$ cat src/rtl/pkt_src_arbiter.sv
// Round-robin arbiter forwarding one of NUM_SRC packet sources to the router input.
// Define PKT_ARB_PARITY_CHECK_EN to build the parity checker driving err_parity.
module pkt_src_arbiter #(
    parameter int NUM_SRC    = 4,
    parameter int GAP_CYCLES = 2,
    parameter int TIMEOUT    = 16
) (
    input  logic                 clock,
    input  logic                 reset,
    input  logic [NUM_SRC-1:0]   req,
    input  logic [NUM_SRC-1:0]   src_valid,
    input  logic [8*NUM_SRC-1:0] src_data,
    input  logic                 busy,
    output logic [NUM_SRC-1:0]   grant,
    output logic                 packet_valid,
    output logic [7:0]           data,
    output logic                 err_len,
    output logic                 err_timeout,
    output logic                 err_parity
);

    localparam int PW = (NUM_SRC > 1) ? $clog2(NUM_SRC) : 1;

    localparam logic [1:0] IDLE     = 2'd0;
    localparam logic [1:0] WAIT_SOP = 2'd1;
    localparam logic [1:0] FWD      = 2'd2;
    localparam logic [1:0] GAP      = 2'd3;

    logic [1:0]         state_q, state_d;
    logic [PW-1:0]      ptr_q, ptr_d;
    logic [PW-1:0]      win_q, win_d;
    logic [NUM_SRC-1:0] grant_q, grant_d;
    logic [7:0]         cnt_q, cnt_d;
    logic [7:0]         len_q, len_d;
    logic [7:0]         data_q, data_d;
    logic               pv_q, pv_d;
    logic               elen_q, elen_d;
    logic               eto_q, eto_d;

    logic [NUM_SRC-1:0] rot;
    logic [PW-1:0]      pick;
    logic               found;
    logic               sv_w;
    logic               rq_w;
    logic [7:0]         byte_w;
    logic               last_byte;
    logic [PW-1:0]      nxt_ptr;

    // Rotate requests so bit 0 is the source at ptr; first set bit wins.
    always_comb begin
        rot   = NUM_SRC'({req, req} >> ptr_q);
        found = 1'b0;
        pick  = '0;
        for (int j = 0; j < NUM_SRC; j++) begin
            if (!found && rot[j]) begin
                found = 1'b1;
                pick  = PW'((int'(ptr_q) + j) % NUM_SRC);
            end
        end
    end

    always_comb begin
        sv_w   = 1'b0;
        rq_w   = 1'b0;
        byte_w = 8'h00;
        for (int s = 0; s < NUM_SRC; s++) begin
            if (win_q == PW'(s)) begin
                sv_w   = src_valid[s];
                rq_w   = req[s];
                byte_w = src_data[8*s +: 8];
            end
        end
    end

    assign last_byte = (cnt_q + 8'd1 == len_q);
    assign nxt_ptr   = (win_q == PW'(NUM_SRC - 1)) ? '0 : win_q + 1'b1;

    always_comb begin
        state_d = state_q;
        ptr_d   = ptr_q;
        win_d   = win_q;
        grant_d = grant_q;
        cnt_d   = cnt_q;
        len_d   = len_q;
        data_d  = data_q;
        pv_d    = 1'b0;
        elen_d  = 1'b0;
        eto_d   = 1'b0;
        unique case (state_q)
            IDLE: begin
                if (!busy && found) begin
                    win_d   = pick;
                    grant_d = NUM_SRC'(1) << pick;
                    cnt_d   = 8'd0;
                    state_d = WAIT_SOP;
                end
            end
            WAIT_SOP: begin
                if (sv_w) begin
                    pv_d    = 1'b1;
                    data_d  = byte_w;
                    len_d   = {2'b00, byte_w[7:2]} + 8'd2;
                    cnt_d   = 8'd1;
                    state_d = FWD;
                end else if (!rq_w) begin
                    grant_d = '0;
                    ptr_d   = nxt_ptr;
                    state_d = IDLE;
                end else if (cnt_q == 8'(TIMEOUT - 1)) begin
                    eto_d   = 1'b1;
                    grant_d = '0;
                    ptr_d   = nxt_ptr;
                    cnt_d   = 8'd0;
                    state_d = GAP;
                end else begin
                    cnt_d = cnt_q + 8'd1;
                end
            end
            FWD: begin
                pv_d   = sv_w;
                data_d = byte_w;
                if (!sv_w || last_byte) begin
                    elen_d  = !sv_w;
                    grant_d = '0;
                    ptr_d   = nxt_ptr;
                    cnt_d   = 8'd0;
                    state_d = GAP;
                end else begin
                    cnt_d = cnt_q + 8'd1;
                end
            end
            GAP: begin
                if (cnt_q == 8'(GAP_CYCLES - 1)) begin
                    state_d = IDLE;
                end else begin
                    cnt_d = cnt_q + 8'd1;
                end
            end
            default: state_d = IDLE;
        endcase
    end

    always_ff @(posedge clock or posedge reset) begin
        if (reset) begin
            state_q <= IDLE;
            ptr_q   <= '0;
            win_q   <= '0;
            grant_q <= '0;
            cnt_q   <= 8'd0;
            len_q   <= 8'd0;
            data_q  <= 8'd0;
            pv_q    <= 1'b0;
            elen_q  <= 1'b0;
            eto_q   <= 1'b0;
        end else begin
            state_q <= state_d;
            ptr_q   <= ptr_d;
            win_q   <= win_d;
            grant_q <= grant_d;
            cnt_q   <= cnt_d;
            len_q   <= len_d;
            data_q  <= data_d;
            pv_q    <= pv_d;
            elen_q  <= elen_d;
            eto_q   <= eto_d;
        end
    end

    assign grant        = grant_q;
    assign packet_valid = pv_q;
    assign data         = data_q;
    assign err_len      = elen_q;
    assign err_timeout  = eto_q;

`ifdef PKT_ARB_PARITY_CHECK_EN
    logic [7:0] par_q;
    logic       epar_q;

    // Running XOR over header and payload; compared against the final byte.
    always_ff @(posedge clock or posedge reset) begin
        if (reset) begin
            par_q  <= 8'd0;
            epar_q <= 1'b0;
        end else begin
            epar_q <= 1'b0;
            if (state_q == WAIT_SOP && sv_w) begin
                par_q <= byte_w;
            end else if (state_q == FWD && sv_w) begin
                if (last_byte) begin
                    epar_q <= (par_q != byte_w);
                end else begin
                    par_q <= par_q ^ byte_w;
                end
            end
        end
    end

    assign err_parity = epar_q;
`else
    assign err_parity = 1'b0;
`endif

endmodule

$ cat config.mk
export PLATFORM = sky130hd
export DESIGN_NAME = pkt_src_arbiter
export DESIGN_NICKNAME = d
export VERILOG_FILES = /design/src/rtl/pkt_src_arbiter.sv
export SDC_FILE = /design/constraint.sdc
export NUM_CORES = 1
export LEC_CHECK = 0
export CAP_MARGIN = 30
export CORE_MARGIN = 2
export CORE_UTILIZATION = 45
export DETAILED_ROUTE_END_ITERATION = 10
export PLACE_DENSITY = 0.83
export SKIP_CTS_REPAIR_TIMING = 1
export SLEW_MARGIN = 20
export SYNTH_ARGS = -nofsm -noshare
export SYNTH_HDL_FRONTEND = slang
export SYNTH_SLANG_ARGS = --single-unit
export TNS_END_PERCENT = 30
$ cat constraint.sdc
create_clock -name clock -period 2.85 [get_ports clock]
set_input_delay 0.57 -clock clock [delete_from_list [all_inputs] [get_ports clock]]
set_output_delay 0.57 -clock clock [all_outputs]
set_load 0.005 [all_outputs]
# Word level (Yosys, flattened, before mapping)
# Cells that the tools add are included.
dict set report word_totals {
  regBits 37
  input_bits 43
  output_inout_bits 16
  wordCells 113
}
dict set report op_classes {
  n_addsub 6
  n_eq_ne 18
  n_shift 2
  mux 56
  reduce_logical 21
}
# operator count
set op_table {}
lappend op_table {{8-bit 2-to-1 mux} 11}
lappend op_table {{8-bit one-hot mux with 4 select lines} 1}
lappend op_table {{2-bit 2-to-1 mux} 15}
lappend op_table {{4-bit 2-to-1 mux} 5}
lappend op_table {{1-bit 2-to-1 mux} 19}
lappend op_table {{8-bit one-hot mux with 2 select lines} 1}
lappend op_table {{2-bit inequality test (second input constant)} 6}
lappend op_table {{4-bit one-hot mux with 3 select lines} 1}
lappend op_table {{8-bit by 1-bit adder with 8-bit output (second input constant)} 1}
lappend op_table {{2-bit equality test (second input constant)} 4}
lappend op_table {{8-bit by 1-bit equality test with 1-bit output (second input constant)} 1}
lappend op_table {{8-bit by 4-bit equality test with 1-bit output (second input constant)} 1}
lappend op_table {{8-bit equality test} 1}
lappend op_table {{2-bit one-hot mux with 4 select lines} 1}
lappend op_table {{4-bit AND reduction} 2}
lappend op_table {{8-bit by 2-bit right shift with 4-bit output} 1}
lappend op_table {{6-bit by 2-bit adder with 7-bit output (second input constant)} 1}
lappend op_table {{3-bit inequality test (second input constant)} 2}
lappend op_table {{2-bit AND reduction} 3}
lappend op_table {{1-bit logical NOT} 5}
lappend op_table {{5-bit AND reduction} 1}
lappend op_table {{2-bit by 1-bit adder with 2-bit output (second input constant)} 2}
lappend op_table {{2-bit adder (second input constant)} 2}
lappend op_table {{2-bit by 1-bit equality test with 1-bit output (second input constant)} 2}
lappend op_table {{10 further kinds} 14}

# Depth between registers and ports, before layout
# Gate-level depths: netlist of the first run.
dict set report logic_depth {
  ltp_word 14
  mapped_depth 10
  mapped_depth_nobuf 9
}

# Least setup slack after synthesis of the first run
# Ideal clock, no wire load.
dict set report synth_timing {
  kind {register -> register}
  start {register cnt_q[0]}
  end {register grant_q[0] (netlist: grant[0])}
  setup_time_ns 0.128
  arrival_ns 2.513
  t_required_ns 2.722
  setup_slack_ns 0.209
  path_stages_with_launch 8
  path_buffers 0
  period_less_slack_ns 2.641
  path_cell_list {dfrtp_1 ha_1 nand3_4 or3_4 a2111oi_4 nand4_2 a221oi_4 mux2_1}
}
dict set report synth_between {
  elab_chain_len 5
  word_cells_on_any_way 7
  classes_between {1 x add/sub; 4 x eq/ne; 2 x reduce/logical}
}
# item line
set synth_lines {}
lappend synth_lines {{start, declared} 33} ;# logic [7:0] cnt_q, cnt_d;
lappend synth_lines {{start signal, assigned} 160} ;# cnt_q <= cnt_d;
lappend synth_lines {{8-bit by 1-bit adder with 8-bit output} 75} ;# assign last_byte = (cnt_q + 8'd1 == len_q);
lappend synth_lines {{8-bit equality test} 75}
lappend synth_lines {{1-bit logical OR} 122} ;# if (!sv_w || last_byte) begin
lappend synth_lines {{2-bit inequality test (no source line)} -}
lappend synth_lines {{5-bit AND reduction (no source line) (*)} -}
lappend synth_lines {{end signal, assigned} 159} ;# grant_q <= grant_d;
lappend synth_lines {{end, declared} 32} ;# logic [NUM_SRC-1:0] grant_q, grant_d;
# Mark *: on every way between the ends. The rest lies on a longest branch, timed or not.
# A chain may end at the register's enable or synchronous reset.

# Final worst setup path of the first run
dict set report layout_timing {
  start {register cnt_q[1]}
  end {register grant_q[1] (netlist: grant[1])}
}
# The elaborated chain is that of the path after synthesis.

==> results.py, run 1 <==
metrics = {
    "status": {
        "outcome": "finished clean",
    },
    "global_route": {
        "antenna_found_initial": 0,
        "first_global_vias": 2446,
        "grt_max_degree": 37,
        "grt_use_total": 0.2199,
        "grt_pass1_wl_um": 10920,
        "grt.overflow.total": 0,
    },
    "hold_path": {
        "min_from": "data[0]",
        "min_path_cells": 2,
        "hold_path.class": "reg -> reg",
        "min_to": "data[0]",
    },
    "sta": {
        "fmax_ghz": 0.3684,
        "relSlewSlack": 0.6493,
        "min_period_over_period": 0.9525,
        "finalSetupTns_ns": 0,
        "timing.final.crit_period_ns": 2.715,
        "setup_violations": 0,
        "slew_violations": 0,
        "rsz0062_at_grt": "false",
        "hold_violations": 0,
        "tightest_slew_ns": 0.5216,
        "clock_skew_ns": 0.003879,
    },
    "setup_path": {
        "critical_path.top_delay_family": "compound AO/OA/AOI/OAI gates",
        "crit_buf_inv": 0,
        "cp-end-kind": "register",
        "r2r_setup_slack_ns": 0.14,
        "worstSetupPathType": "reg -> reg",
        "regToRegEndpoint": "grant[1]",
        "critical_path.startpoint": "cnt_q[1]",
        "r2r_cells": 7,
        "r2r_start": "cnt_q[1]",
        "critPathSlowestCell": "dfrtp_1",
        "critPathArrivalTime_ns": 2.90,
        "crit_chain": "ha_4 -> nand3_4 -> or3_4 -> a2111oi_4 -> nand4_2 -> a221oi_4 -> mux2_1",
        "start_kind": "register",
        "crit_required_ns": 3.03,
        "cp_slowest_stage_delay_ns": 0.46,
        "cp_max_fo": 7,
    },
    "drt": {
        "dr_wl_met2_um": 3159,
        "post_drt_wl_per_cell_um": 14.79,
        "maxUsedRoutingLayer": "met4",
        "vias": 2426,
        "drc": 0,
        "ant_nets": 0,
        "drt_pass1_iterations": 5,
        "wl_met1_um": 2617,
        "wl_met3_um": 375,
        "via_per_inst": 5.735,
        "drt_iter0_drc": 158,
        "wirelength_um": 6257,
    },
    "clocking": {
        "htree_levels": 2,
        "cts_root_buffer": "clkbuf_8",
        "clk_pin_slew_ns": 0.08,
        "cts_tree": "yes",
        "insertion_delay_ns": 0.30,
        "clock_sinks": 36,
        "clockBufferDepth": 2,
        "numCtsBuffers": 5,
    },
    "pwr": {
        "switching_share": 0.4388,
        "power_frac_seq": 0.241,
        "powerDensity_nw_per_um2": 1046,
        "pwr-share-clk": 0.131,
        "pwr-share-comb": 0.628,
        "ir_worst_vdd_mv": 0.6357,
        "p_switching_mw": 1.529,
        "p_int_mw": 1.955,
        "p_leak_nw": 1.346,
    },
    "synthesis": {
        "synth.distinct_cells": 56,
        "syn_area_um2": 2509,
        "yosys_warnings": 0,
        "synth-async-reset-ratio": 1.000,
        "yosys_most_used_dff": "dfrtp_1",
        "syn_nets": 341,
        "avgSynthCellArea_um2": 8.772,
        "synth_cells": 286,
        "yosysSeqAreaShare": 0.3591,
        "ys_seq_elements": 36,
        "synth-edff-count": 0,
    },
    "placement": {
        "placedCellCount": 415,
        "dp_hpwl_um": 4738,
        "portBuffers": 57,
        "gp_congestion": 0.9240,
    },
    "cells_and_area": {
        "final_cell_mix": "clkdlybuf4s50_1 (57), nand2_1 (37), dfrtp_1 (36), nor2_1 (23), o21ai_0 (20)",
        "layout_commonest_cell": "clkdlybuf4s50_1",
        "drive_gt1_frac": 0.1168,
        "nNetsFinal": 405,
        "diodes": 0,
        "fin_cells": 423,
        "areaGrowthSynthToFinish_pct": 32.82,
    },
    "floorplanning": {
        "dieArea_um2": 6188,
        "dieWidth_um": 78.67,
        "pin_count": 59,
        "start_util": 0.4612,
        "fp.dieH_um": 78.67,
        "design.core.area_um2": 5439,
        "num_rows": 27,
    },
    "run": {
        "maxCapViolations": 0,
    },
}
per-stage QoR:
step           hold WS, ns    util  power (mW)  area, um2  setup slack [ns]
2_1_floorplan       0.4641       -       2.293       2509            0.2093
3_3_place_gp        0.4657  0.5898       2.928       3208            0.1576
3_5_place_dp        0.4734  0.5898       3.002       3208           0.05251
4_1_cts             0.4909  0.6103       3.479       3319           0.04294
5_1_grt             0.5156  0.6126       3.796       3332           0.03455
6_report            0.4867  0.6126       3.484       3332            0.1354
flip-flops by register name, summed over array words and instances, names as in the netlist, named ones only:
signal	count
grant	4
packet_valid	1
win_q	2
err_len	1
err_timeout	1
len_q	7
data	8
cnt_q	8
state_q	1
ptr_q	2
power groups by stage:
stage               combinational (mW)  sequential (mW)  clock (mW)
finish                            2.19            0.841       0.457
global route                      2.44            0.866       0.486
CTS                               2.18            0.835       0.464
detailed placement                2.16            0.843           0
global placement                  2.10            0.831           0
floorplan                         1.47            0.821           0
cells in the mapped netlist (2+ instances only):
master     count  area [um2]
nand2_1       37       138.9
dfrtp_1       36       900.9
nor2_1        23       86.33
o21ai_0       20       100.1
a21oi_1       13       65.06
inv_1         13       48.80
ha_1          12       150.1
nor2b_1       11       68.82
nor3_1        10       50.05
clkbuf_1       9       33.78
xnor2_1        9       78.83
a221oi_1       7       61.31
o211ai_1       7       52.55
mux2_1         5       56.30
mux2_2         5       56.30
nand3_1        5       25.02
o2111ai_1      5       43.79
o31ai_1        5       37.54
a31oi_1        4       25.02
a31o_2         3       26.28
buf_4          3       22.52
nand4_1        3       18.77
a221o_1        2       20.02
buf_2          2       10.01
nand2b_1       2       12.51
nor4_1         2       12.51
o21a_1         2       15.01
o21ai_1        2       10.01
or3_1          2       12.51
layer usage:
layer / global-route usage / vias up
li1: - / 1160
met1: 0.2702 / 1150
met2: 0.3880 / 101
met3: 0.04253 / 15
met4: 0.06667 / 0
met5: 0 / -
worst max path at each step:
stage | depth (start not counted) | endpoint | slack [ns]
after floorplan | 7 | grant[0] | 0.21
after global placement | 7 | grant[1] | 0.16
after detailed placement | 7 | grant[0] | 0.05
after CTS | 7 | grant[0] | 0.04
after global routing | 7 | grant[2] | 0.03
final | 7 | grant[1] | 0.14
layout make-up:
type / instances / area (um2)
clock buffer: 5 / 68.82
clock inverter: 3 / 42.54
fill: 437 / 2107
inverter: 14 / 52.55
multi-input combinational: 222 / 1501
sequential: 36 / 900.9
tap: 72 / 90.09
timing repair buffer: 71 / 675.6
worst min-delay path, stage by stage (launching register included):
cell     delay [ns]
dfrtp_1        0.35
nand2_1        0.05
o21ai_0        0.06
logic make-up after synthesis:
kind of cell	count (synthesis)	share of synthesized area
compound gates	83	0.2414
xor+xnor	10	0.03492
fa+ha+maj	12	0.05985
buf+inv	28	0.04738
flops	36	0.3591
mux	11	0.04887
other cells	1	0.001495
simple gates	105	0.2070
No activity file was read; power rests on OpenSTA's default activity.
==> run 2, diff against run 1 <==
--- a/config.mk
+++ b/config.mk
@@ -5,11 +5,12 @@
 export SDC_FILE = /design/constraint.sdc
 export NUM_CORES = 1
 export LEC_CHECK = 0
+export ABC_AREA = 1
 export CAP_MARGIN = 30
 export CORE_MARGIN = 2
-export CORE_UTILIZATION = 45
+export CORE_UTILIZATION = 47
 export DETAILED_ROUTE_END_ITERATION = 10
-export PLACE_DENSITY = 0.83
+export PLACE_DENSITY = 0.84
 export SKIP_CTS_REPAIR_TIMING = 1
 export SLEW_MARGIN = 20
 export SYNTH_ARGS = -nofsm -noshare
==> run 2 against run 1 <==
Against the previous run:
- sequential share of layout area shrank 1.9 points
- critical path type unchanged
- die area is 8.9% higher
- combinational power grew 5%
- non-clock buffer count decreased by 12
==> results.py, run 2 <==
metrics = {
    "status": {
        "outcome": "finished clean",
    },
    "setup_path": {
        "r2r_start": "win_q[1]",
        "crit_buf_inv": 2,
        "crit_chain": "inv_1 -> ha_1 -> inv_1 -> nand3_1 -> nand2_1 -> nand2_1 -> nand2_1 -> nand2_1 -> o21ai_0 -> a21oi_1 -> nand2_1 -> nand2_1 -> o21ai_1",
        "r2r_setup_slack_ns": 0.56,
        "critPathSlowestCell": "ha_1",
        "start_kind": "register",
        "crit_required_ns": 3.03,
        "cp-end-kind": "register",
        "regToRegEndpoint": "state_q[0]",
        "cp_slowest_stage_delay_ns": 0.48,
        "critical_path.top_delay_family": "simple AND/OR/NAND/NOR gates",
        "critPathArrivalTime_ns": 2.47,
        "cp_max_fo": 17,
        "crit_top_cell": "nand2_1",
        "r2r_cells": 13,
        "worstSetupPathType": "reg -> reg",
    },
    "sta": {
        "fmax_ghz": 0.4362,
        "relSlewSlack": 0.6433,
        "worst_slack_ns": 0.5574,
        "setup_violations": 0,
        "clock_skew_ns": 0.005405,
        "rsz0062_at_grt": "false",
        "finalSetupTns_ns": 0,
        "tightest_slew_ns": 0.5295,
        "hold_violations": 0,
        "timing.final.crit_period_ns": 2.293,
        "slew_violations": 0,
        "min_period_over_period": 0.8044,
    },
    "clocking": {
        "htree_levels": 2,
        "cts_tree": "yes",
        "insertion_delay_ns": 0.29,
        "numCtsBuffers": 5,
        "clockBufferDepth": 2,
        "clk_pin_slew_ns": 0.07,
        "cts_root_buffer": "clkbuf_8",
        "clock_sinks": 36,
    },
    "cells_and_area": {
        "layout_commonest_cell": "nand2_1",
        "nNetsFinal": 534,
        "areaGrowthSynthToFinish_pct": 24.88,
        "fill_cells": 532,
        "drive_gt1_frac": 0.08750,
        "final_cell_mix": "nand2_1 (148), clkdlybuf4s50_1 (57), nand3_1 (46), inv_1 (39), dfrtp_1 (36)",
        "diodes": 0,
    },
    "placement": {
        "portBuffers": 57,
        "gp_congestion": 0.8637,
        "dp_slack_ns": 0.5807,
        "dp_hpwl_um": 5388,
    },
    "synthesis": {
        "avgSynthCellArea_um2": 6.745,
        "synth-async-reset-ratio": 1.000,
        "synth_xor_xnor_area_share": 0.009166,
        "syn_area_um2": 2866,
        "synthTopCellsByCount": "nand2_1 (148), nand3_1 (46), inv_1 (39)",
        "synth.distinct_cells": 37,
        "synth_top_family_by_area": "simple AND/OR/NAND/NOR gates",
        "yosysTopAreaCell": "dfrtp_1",
        "syn_nets": 480,
        "yosys_warnings": 0,
        "yosysSeqAreaShare": 0.3143,
        "synth_compound_area_frac": 0.1117,
        "ys_seq_elements": 36,
        "synthTopCellsByArea": "dfrtp_1 (31%), nand2_1 (19%), nand3_1 (8.0%)",
        "synth_top_cell_area_share": 0.3143,
        "yosysMostFrequentCell": "nand2_1",
        "yosys.area_share.simple": 0.4251,
        "synth_cells": 425,
        "synth-edff-count": 0,
        "synth_mux_area_frac": 0,
        "yosys_most_used_dff": "dfrtp_1",
        "synthAdderAreaFrac": 0.05238,
    },
    "global_route": {
        "grt_use_total": 0.2195,
        "first_global_vias": 2716,
        "antenna_found_initial": 0,
        "grt_max_degree": 37,
        "grt.overflow.total": 0,
        "grt_pass1_wl_um": 11630,
    },
    "drt": {
        "drt_pass1_iterations": 6,
        "drt_iter0_drc": 194,
        "post_drt_wl_per_cell_um": 12.32,
        "ant_nets": 0,
        "wirelength_um": 6836,
        "vias": 2921,
        "drc": 0,
        "via_per_inst": 5.263,
    },
    "hold_path": {
        "min_from": "grant[3]",
        "min_path_cells": 2,
        "hold_path.class": "reg -> reg",
        "min_to": "grant[3]",
    },
    "floorplanning": {
        "dieArea_um2": 6740,
        "dieWidth_um": 82.10,
        "pin_count": 59,
        "design.core.area_um2": 5921,
        "start_util": 0.4842,
        "fp.dieH_um": 82.10,
        "num_rows": 28,
    },
    "pwr": {
        "ir_worst_vdd_mv": 0.6322,
        "p_leak_nw": 1.792,
        "powerDensity_nw_per_um2": 997.4,
    },
    "run": {
        "maxCapViolations": 0,
    },
}
==> run 2: cell count changes after synthesis, sizes merged, moves of 7 or more <==
cell	before	now
nor2b	11	0
inv	13	46
nand2	37	159
nor2	23	36
a221oi	8	0
nand4	4	11
clkbuf	9	1
nand3	7	50
a21oi	13	20
nor3	10	1
mux2	10	0
xnor2	9	1
==> run 2: routing by layer <==
| layer | track usage | part of all wire | up-vias |
|---|---|---|---|
| met4 | 0.05167 | 0.010 | 0 |
| li1 | - | - | 1479 |
| met2 | 0.4081 | 0.51 | 70 |
| met1 | 0.2605 | 0.44 | 1364 |
| met5 | 0 | 0 | - |
| met3 | 0.04022 | 0.042 | 8 |
==> run 2: layout make-up <==
class	count	area, um2	share of cell area
multi-input combinational	331	1719	0.4803
inverter	46	172.7	0.04824
clock buffer	6	72.57	0.02027
clock inverter	2	35.03	0.009787
tap	75	93.84	0.02621
timing repair buffer	59	585.6	0.1636
sequential	36	900.9	0.2517
==> run 2: cells by family after synthesis <==
logic type	Yosys count
simple gates	260
buf+inv	58
compound gates	55
flops	36
fa+ha+maj	12
xor+xnor	3
other cells	1
==> run 2: how the worst max path moves through the flow <==
stage	depth (start not counted)	from	to
after floorplan	12	win_q[1]	len_q[5]
after global placement	12	src_data[3]	len_q[5]
after detailed placement	12	src_data[3]	len_q[5]
after CTS	13	win_q[1]	state_q[0]
after global routing	13	win_q[1]	register
final	13	win_q[1]	state_q[0]
==> run 2: worst reg2reg max path, delay by kind of cell, from the launching register on <==
family | cells | cell delay, ns
compound gates | 3 | 0.41
fa+ha+maj | 1 | 0.48
simple gates | 7 | 0.63
flops | 1 | 0.40
buf+inv | 2 | 0.24
==> run 2: power breakdown <==
group	internal [mW]	total [mW]	leakage (nW)	switching, mW
registers	0.686	0.836	0.469	0.150
logic	0.852	2.29	1.27	1.43
clock network	0.260	0.448	0.0552	0.189
total	1.80	3.57	1.79	1.77
==> run 2: stage by stage <==
step	util	hold slack, ns	power (mW)	area, um2	std cells
floorplan	-	0.4641	2.543	2867	425
global placement	0.5864	0.4571	3.036	3472	547
detailed placement	0.5864	0.4623	3.112	3472	547
CTS	0.6046	0.4833	3.572	3580	555
global route	0.6046	0.5088	3.917	3580	555
finish	0.6046	0.4787	3.571	3580	555
==> run 3, diff against run 2 <==
--- a/config.mk
+++ b/config.mk
@@ -8,9 +8,9 @@
 export ABC_AREA = 1
 export CAP_MARGIN = 30
 export CORE_MARGIN = 2
-export CORE_UTILIZATION = 47
+export CORE_UTILIZATION = 52
 export DETAILED_ROUTE_END_ITERATION = 10
-export PLACE_DENSITY = 0.84
+export PLACE_DENSITY = 0.88
 export SKIP_CTS_REPAIR_TIMING = 1
 export SLEW_MARGIN = 20
 export SYNTH_ARGS = -nofsm -noshare
==> constraint.sdc (replaced) <==
create_clock -name clock -period 2.3 [get_ports clock]
set_input_delay 0.46 -clock clock [delete_from_list [all_inputs] [get_ports clock]]
set_output_delay 0.46 -clock clock [all_outputs]
set_load 0.005 [all_outputs]
==> run 3 against run 2 <==
Against the previous run:
- die area is 9.2% lower
- clock power is 27% higher
- final cell count is 0.18% higher
- final area is 0.91% higher
- clock-buffer cell count is 1 lower
- global-route usage is 2.6 points higher
- fmax is 8.1% higher
- non-clock buffer count is 4 higher
- clock skew is 0.0010 ns higher
- largest cell class unchanged
- largest power group unchanged
==> results.py, run 3 (synthesis results as in run 2) <==
metrics = {
    "sta": {
        "worst_slack_ns": 0.1788,
        "min_period_over_period": 0.9223,
        "tightest_slew_ns": 0.5430,
        "hold_violations": 0,
        "slew_violations": 0,
        "rsz0062_at_grt": "false",
        "finalSetupTns_ns": 0,
        "setup_violations": 0,
        "clock_skew_ns": 0.006430,
        "timing.final.crit_period_ns": 2.121,
        "relSlewSlack": 0.6341,
        "fmax_ghz": 0.4714,
    },
    "setup_path": {
        "crit_required_ns": 2.53,
        "critPathArrivalTime_ns": 2.35,
        "cp-end-kind": "register",
        "worstSetupPathType": "reg -> reg",
        "start_kind": "register",
        "r2r_setup_slack_ns": 0.18,
        "cp_max_fo": 7,
    },
    "status": {
        "outcome": "finished clean",
    },
    "drt": {
        "ant_nets": 0,
        "post_drt_wl_per_cell_um": 12.45,
        "drc": 0,
        "drt_pass1_iterations": 5,
        "drt_iter0_drc": 156,
        "vias": 2954,
        "wirelength_um": 6921,
        "via_per_inst": 5.313,
    },
    "floorplanning": {
        "start_util": 0.5303,
        "num_rows": 27,
        "pin_count": 59,
        "dieArea_um2": 6122,
        "fp.dieH_um": 78.25,
        "design.core.area_um2": 5405,
        "dieWidth_um": 78.25,
    },
    "cells_and_area": {
        "fin_cells": 556,
        "drive_gt1_frac": 0.09917,
        "final_cell_mix": "nand2_1 (148), clkdlybuf4s50_1 (57), nand3_1 (46), inv_1 (39), dfrtp_1 (36)",
        "diodes": 0,
        "areaGrowthSynthToFinish_pct": 26.01,
        "nNetsFinal": 538,
        "layout_commonest_cell": "nand2_1",
    },
    "pwr": {
        "power.total_mw": 4.522,
        "p_leak_nw": 1.810,
        "ir_worst_vdd_mv": 0.8350,
        "powerDensity_nw_per_um2": 1252,
    },
    "global_route": {
        "grt.overflow.total": 0,
        "grt_pass1_wl_um": 12250,
        "antenna_found_initial": 0,
        "grt_use_total": 0.2453,
        "first_global_vias": 2893,
        "grt_max_degree": 37,
    },
    "placement": {
        "dp_slack_ns": 0.1515,
        "portBuffers": 57,
        "gp_congestion": 0.8622,
        "placedCellCount": 548,
        "dp_hpwl_um": 5417,
    },
    "clocking": {
        "htree_levels": 2,
        "cts_tree": "yes",
        "clock_sinks": 36,
        "numCtsBuffers": 5,
        "clk_pin_slew_ns": 0.08,
        "insertion_delay_ns": 0.29,
        "clockBufferDepth": 2,
        "cts_root_buffer": "clkbuf_8",
    },
    "hold_path": {
        "hold_path.class": "reg -> reg",
    },
    "run": {
        "maxCapViolations": 0,
    },
}
run 3: layout make-up:
| cell class | count | area [um2] |
|---|---|---|
| fill | 473 | 1793 |
| multi-input combinational | 331 | 1722 |
| sequential | 36 | 900.9 |
| timing repair buffer | 63 | 615.6 |
| inverter | 46 | 172.7 |
| tap | 72 | 90.09 |
| clock buffer | 5 | 68.82 |
| clock inverter | 3 | 42.54 |
run 3: where the power goes:
part	switching (mW)	leakage (nW)	total, mW	internal [mW]
sequential	0.183	0.469	1.03	0.850
combinational	1.81	1.29	2.92	1.11
clock	0.247	0.0541	0.568	0.321
total	2.24	1.81	4.52	2.28
run 3: worst paths after layout:
check,startpoint,endpoint,cells after the start
hold / removal,data[4],data[4],2
hold reg to reg,data[4],data[4],2
setup / recovery,win_q[0],len_q[5],13
setup reg to reg,win_q[0],len_q[5],13
min in group asynchronous,reset,len_q[1],3
max in group asynchronous,reset,cnt_q[5],3
run 3: critical path: stages, from the launching register on:
cell and delay (ns):
dfrtp_1 0.41, inv_1 0.13, ha_1 0.32, nand2_1 0.08, o21ai_0 0.16, nand2_1 0.07
nand2_1 0.06, o21ai_0 0.09, inv_1 0.16, ha_1 0.21, nand2_1 0.09, o21bai_1 0.13
nand3_1 0.08, o21ai_1 0.07
run 3: layer usage:
| metal | track usage | up-vias | wire (um) |
|---|---|---|---|
| met5 | 0 | - | 0 |
| met4 | 0.08070 | 0 | 178 |
| met3 | 0.04138 | 21 | 270 |
| met2 | 0.4336 | 80 | 3447 |
| met1 | 0.3040 | 1365 | 3025 |
| li1 | - | 1488 | - |
run 3: metrics by stage:
stage               hold slack, ns  area, um2  utilization
CTS                         0.4796       3610       0.6678
floorplan                   0.4641       2867            -
global route                0.5230       3612       0.6683
global placement            0.4533       3498       0.6472
finish                      0.4749       3612       0.6683
detailed placement          0.4621       3498       0.6472
==> RTL change 1: new RTL, settings of run 2 <==
Remove the register `eto_q`: a continuous assignment takes its place, so the output `err_timeout` follows one clock earlier.
--- a/src/rtl/pkt_src_arbiter.sv
+++ b/src/rtl/pkt_src_arbiter.sv
@@ -151,7 +151,6 @@
             data_q  <= 8'd0;
             pv_q    <= 1'b0;
             elen_q  <= 1'b0;
-            eto_q   <= 1'b0;
         end else begin
             state_q <= state_d;
             ptr_q   <= ptr_d;
@@ -162,9 +161,10 @@
             data_q  <= data_d;
             pv_q    <= pv_d;
             elen_q  <= elen_d;
-            eto_q   <= eto_d;
-        end
-    end
+        end
+    end
+
+    assign eto_q = eto_d;
 
     assign grant        = grant_q;
     assign packet_valid = pv_q;
Behaviour: no difference found for any inputs over 4 cycles, from zero or initial values and one cycle with reset high; that may be too few to reach the edited logic, so the function may still have changed.
==> RTL change 1 against run 2 <==
- via count fell by 4.5%
- power shrank 2.8%
- utilization increased by 4.0 points
- clock skew decreased by 0.0024 ns
- sequential cell count shrank 1
- synthesized area down 7.1%
- setup slack worse by 0.28 ns
- die area shrank 6.7%
- cell area shrank 0.80%
- critical path depth decreased by 3
- routed wire length fell by 1.0%
- critical endpoint is now err_timeout
- largest cell class unchanged
- highest routed layer unchanged
==> RTL change 1: results (changes against run 2) <==
top cells by area, synth - dfrtp_1, nand2_1, nand3_1 (unchanged)
final wirelength - 6.77 mm (was 6.84 mm)
Seq pwr share - 24.2% (was 23.4%)
post-synthesis cell type count - 38 (was 37)
status - finished, final reports clean (unchanged)
worst reg2reg endpoint - len_q[5] (was state_q[0])
worst reg2reg path depth - 11 (was 13)
vias in the first global route - 2744 (was 2716)
WL met2 - 3.50 mm (was 3.48 mm)
wl on met1 - 2.86 mm (was 3.00 mm)
met3 routed WL - 257 um (was 287 um)
HPWL after DPL - 5.36 mm (was 5.39 mm)
worst hold margin - 0.487 ns (was 0.479 ns)
VDD IR-drop max - 0.000593 V (was 0.000632 V)
Placed Area - 3380 sq um (was 3470 sq um)
arrival time worst endpoint - 2.01 ns (was 2.47 ns)
Fill cells - 446 (was 532)
CP max stage cell - dfrtp_1 (was ha_1)
register area share after synthesis - 32.9% (was 31.4%)
DRT iter0 DRCs - 121 (was 194)
Worst Path Max Fanout - 11 (was 17)
first-pass GRT wire length - 11.7 mm (was 11.6 mm)
Final nets - 533 (was 534)
CP peak stage delay - 0.45 ns (was 0.48 ns)
Leakage Power - 1.81 nW (was 1.79 nW)
[RTL change 1: per-stage QoR]
| stage | total power [W] | TNS, ns | utilization (%) | cells |
|---|---|---|---|---|
| 3_5_place_dp | 0.00302 | -0.0111 | 61.3 | 541 |
| 3_3_place_gp | 0.00295 | 0 | 61.3 | 541 |
| 4_1_cts | 0.00338 | -0.158 | 62.9 | 549 |
| 6_report | 0.00347 | 0 | 64.5 | 551 |
| 5_1_grt | 0.00387 | 0 | 64.5 | 551 |
| 2_1_floorplan | 0.00236 | 0 | - | 406 |
[RTL change 1: worst max-delay path by stage]
stage	from	end	slack [ns]
floorplan	win_q[0]	err_timeout	0.72
global placement	req[2]	err_timeout	0.02
detailed placement	req[1]	err_timeout	-0.01
CTS	win_q[1]	err_timeout	-0.16
global route	win_q[1]	err_timeout	0.16
finish	win_q[1]	err_timeout	0.27
[RTL change 1: cells by family after synthesis]
group	Yosys count	synth area share (%)
AND/OR/NAND/NOR	255	41.8
XOR/XNOR	1	0.329
AO/OA/AOI/OAI	43	10.0
buffers and inverters	59	9.25
adder cells (fa/ha/maj)	12	5.64
flip-flops	35	32.9
other	1	0.141
[RTL change 1: metal layers]
layer	GRT usage (%)	vias to the layer above
met2	42.1	59
met3	5.11	16
met5	0	-
met1	26.9	1279
met4	6.03	0
li1	-	1437
[RTL change 1: final cells by class]
type	count	share of cell area [%]
repair buffers	74	19.9
clock inverters	3	0.423
flip-flops and latches	35	24.7
inverters	50	5.29
clock buffers	5	1.94
well taps	72	2.54
multi-input cells	312	45.2
[RTL change 1: critical path, delay by kind of cell (launching register included)]
family	cells	cell delay, ns
AND/OR/NAND/NOR	5	0.58
buffers and inverters	4	0.50
flip-flops	1	0.45
adder cells (fa/ha/maj)	1	0.19
==> RTL change 2: new RTL, settings of run 2 <==
Made on the original files. The parameter `NUM_SRC` goes from 4 to 8.
--- a/src/rtl/pkt_src_arbiter.sv
+++ b/src/rtl/pkt_src_arbiter.sv
@@ -1,7 +1,7 @@
 // Round-robin arbiter forwarding one of NUM_SRC packet sources to the router input.
 // Define PKT_ARB_PARITY_CHECK_EN to build the parity checker driving err_parity.
 module pkt_src_arbiter #(
-    parameter int NUM_SRC    = 4,
+    parameter int NUM_SRC    = 8,
     parameter int GAP_CYCLES = 2,
     parameter int TIMEOUT    = 16
 ) (
Interface: changed (resized grant, req, src_data and src_valid); port bits go from 59 to 103. No check against the original RTL was run, so the function may have changed too.
==> RTL change 2 against run 2 <==
- combinational power is 79% higher
- setup slack worse by 0.30 ns
- power up 57%
- sequential cell count rose by 6
- synthesized area up 41%
- routed wire length grew 64%
- utilization up 3.2 points
- cell area increased by 47%
- clock skew increased by 0.0028 ns
- largest cell class unchanged
- largest power group unchanged
- highest routed layer unchanged
==> RTL change 2: results (changes against run 2) <==
hold_sp - grant[6] (was grant[3])
GR Layer Usage met1 - 28.8% (was 26.0%)
Async S/R FF share, synth - 100% (unchanged)
Cell Count, Final, Fillers Out - 870 (was 555)
Clock Power Share - 8.4% (was 12.6%)
switching pwr - 0.00309 W (was 0.00177 W)
PortBufs - 101 (was 57)
WL met2 - 5.47 mm (was 3.48 mm)
Setup Slack @ Placement - 0.0885 ns (was 0.581 ns)
top cells by area, synth - dfrtp_1, nand2_1, nand3_1 (unchanged)
VDD IR-drop max - 0.000459 V (was 0.000632 V)
Placed Area - 5140 sq um (was 3470 sq um)
Setup crit end - grant[1] (was state_q[0])
Leakage Power - 2.66 nW (was 1.79 nW)
largest net degree at the start of global routing - 43 (was 37)
worst reg2reg path depth - 14 (was 13)
final instance area - 5260 sq um (was 3580 sq um)
clock skew - 0.00818 ns (was 0.00541 ns)
arrival time worst endpoint - 2.84 ns (was 2.47 ns)
logic gate share of total power - 73.2% (was 64.0%)
CP peak stage delay - 0.61 ns (was 0.48 ns)
HPWL after DPL - 9.01 mm (was 5.39 mm)
Hold Path Sink - grant[6] (was grant[3])
synth cell count leaders - nand2_1, nand3_1, nor2_1 (was nand2_1, nand3_1, inv_1)
layout cells sized above 1 - 6.27% (was 8.75%)
Final nets - 864 (was 534)
syn nets - 766 (was 480)
vias in the first global route - 4417 (was 2716)
met3 usage - 4.84% (was 4.02%)
met2 Track Usage GR - 41.5% (was 40.8%)
post-synthesis cell type count - 39 (was 37)
met3 routed WL - 737 um (was 287 um)
Max-slew headroom - 58.0% (was 64.3%)
Worst R2R Start - ptr_q[0] (was win_q[1])
status - finished, final reports clean (unchanged)
Max Buffers Root-to-Sink - 2 (unchanged)
setup slack, reg-to-reg - 0.25 ns (was 0.56 ns)
gp weighted congestion - 0.896 (was 0.864)
wl on met1 - 4.85 mm (was 3.00 mm)
Via-to-Cell Ratio - 5.27 (was 5.26)
first-pass GRT wire length - 18.9 mm (was 11.6 mm)
worst hold margin - 0.481 ns (was 0.479 ns)
CP max stage cell - dfrtp_1 (was ha_1)
register area share after synthesis - 26.0% (was 31.4%)
drt first pass iters - 5 (was 6)
final wirelength - 11.2 mm (was 6.84 mm)
Tmin final - 2.60 ns (was 2.29 ns)
Total GRT Usage - 23.7% (was 21.9%)
Power Total - 0.00561 W (was 0.00357 W)
Worst Path Max Fanout - 12 (was 17)
DRT iter0 DRCs - 316 (was 194)
mean post-synth cell area - 6.06 sq um (was 6.74 sq um)
RTL change 2: cell types whose count changed after synthesis, moves of 4 or more:
| cell | delta |
|---|---|
| a21oi_1 | -10 |
| buf_1 | +4 |
| clkbuf_1 | +5 |
| dfrtp_1 | +6 |
| ha_1 | +5 |
| inv_1 | +28 |
| nand2_1 | +106 |
| nand3_1 | +34 |
| nor2_1 | +44 |
| nor2_4 | +4 |
| o211ai_1 | +8 |
| o21ai_1 | +5 |
RTL change 2: layout make-up:
cell class	count	area, sq um
clock buffer	6	72.6
clock inverter	2	37.5
fill	741	3000
inverter	75	282
multi-input combinational	531	2610
sequential	42	1050
tap	105	131
timing repair buffer	109	1070
RTL change 2: cell families after synthesis:
kind of cell,after synthesis,synth area share [%]
and+or+nand+nor,447,48.5
buffers and inverters,93,9.45
AOI/OAI and AO/OA,60,9.33
DFF,42,26.0
adders and majority gates,17,5.27
xor gates and xnor gates,6,1.30
other,1,0.0929
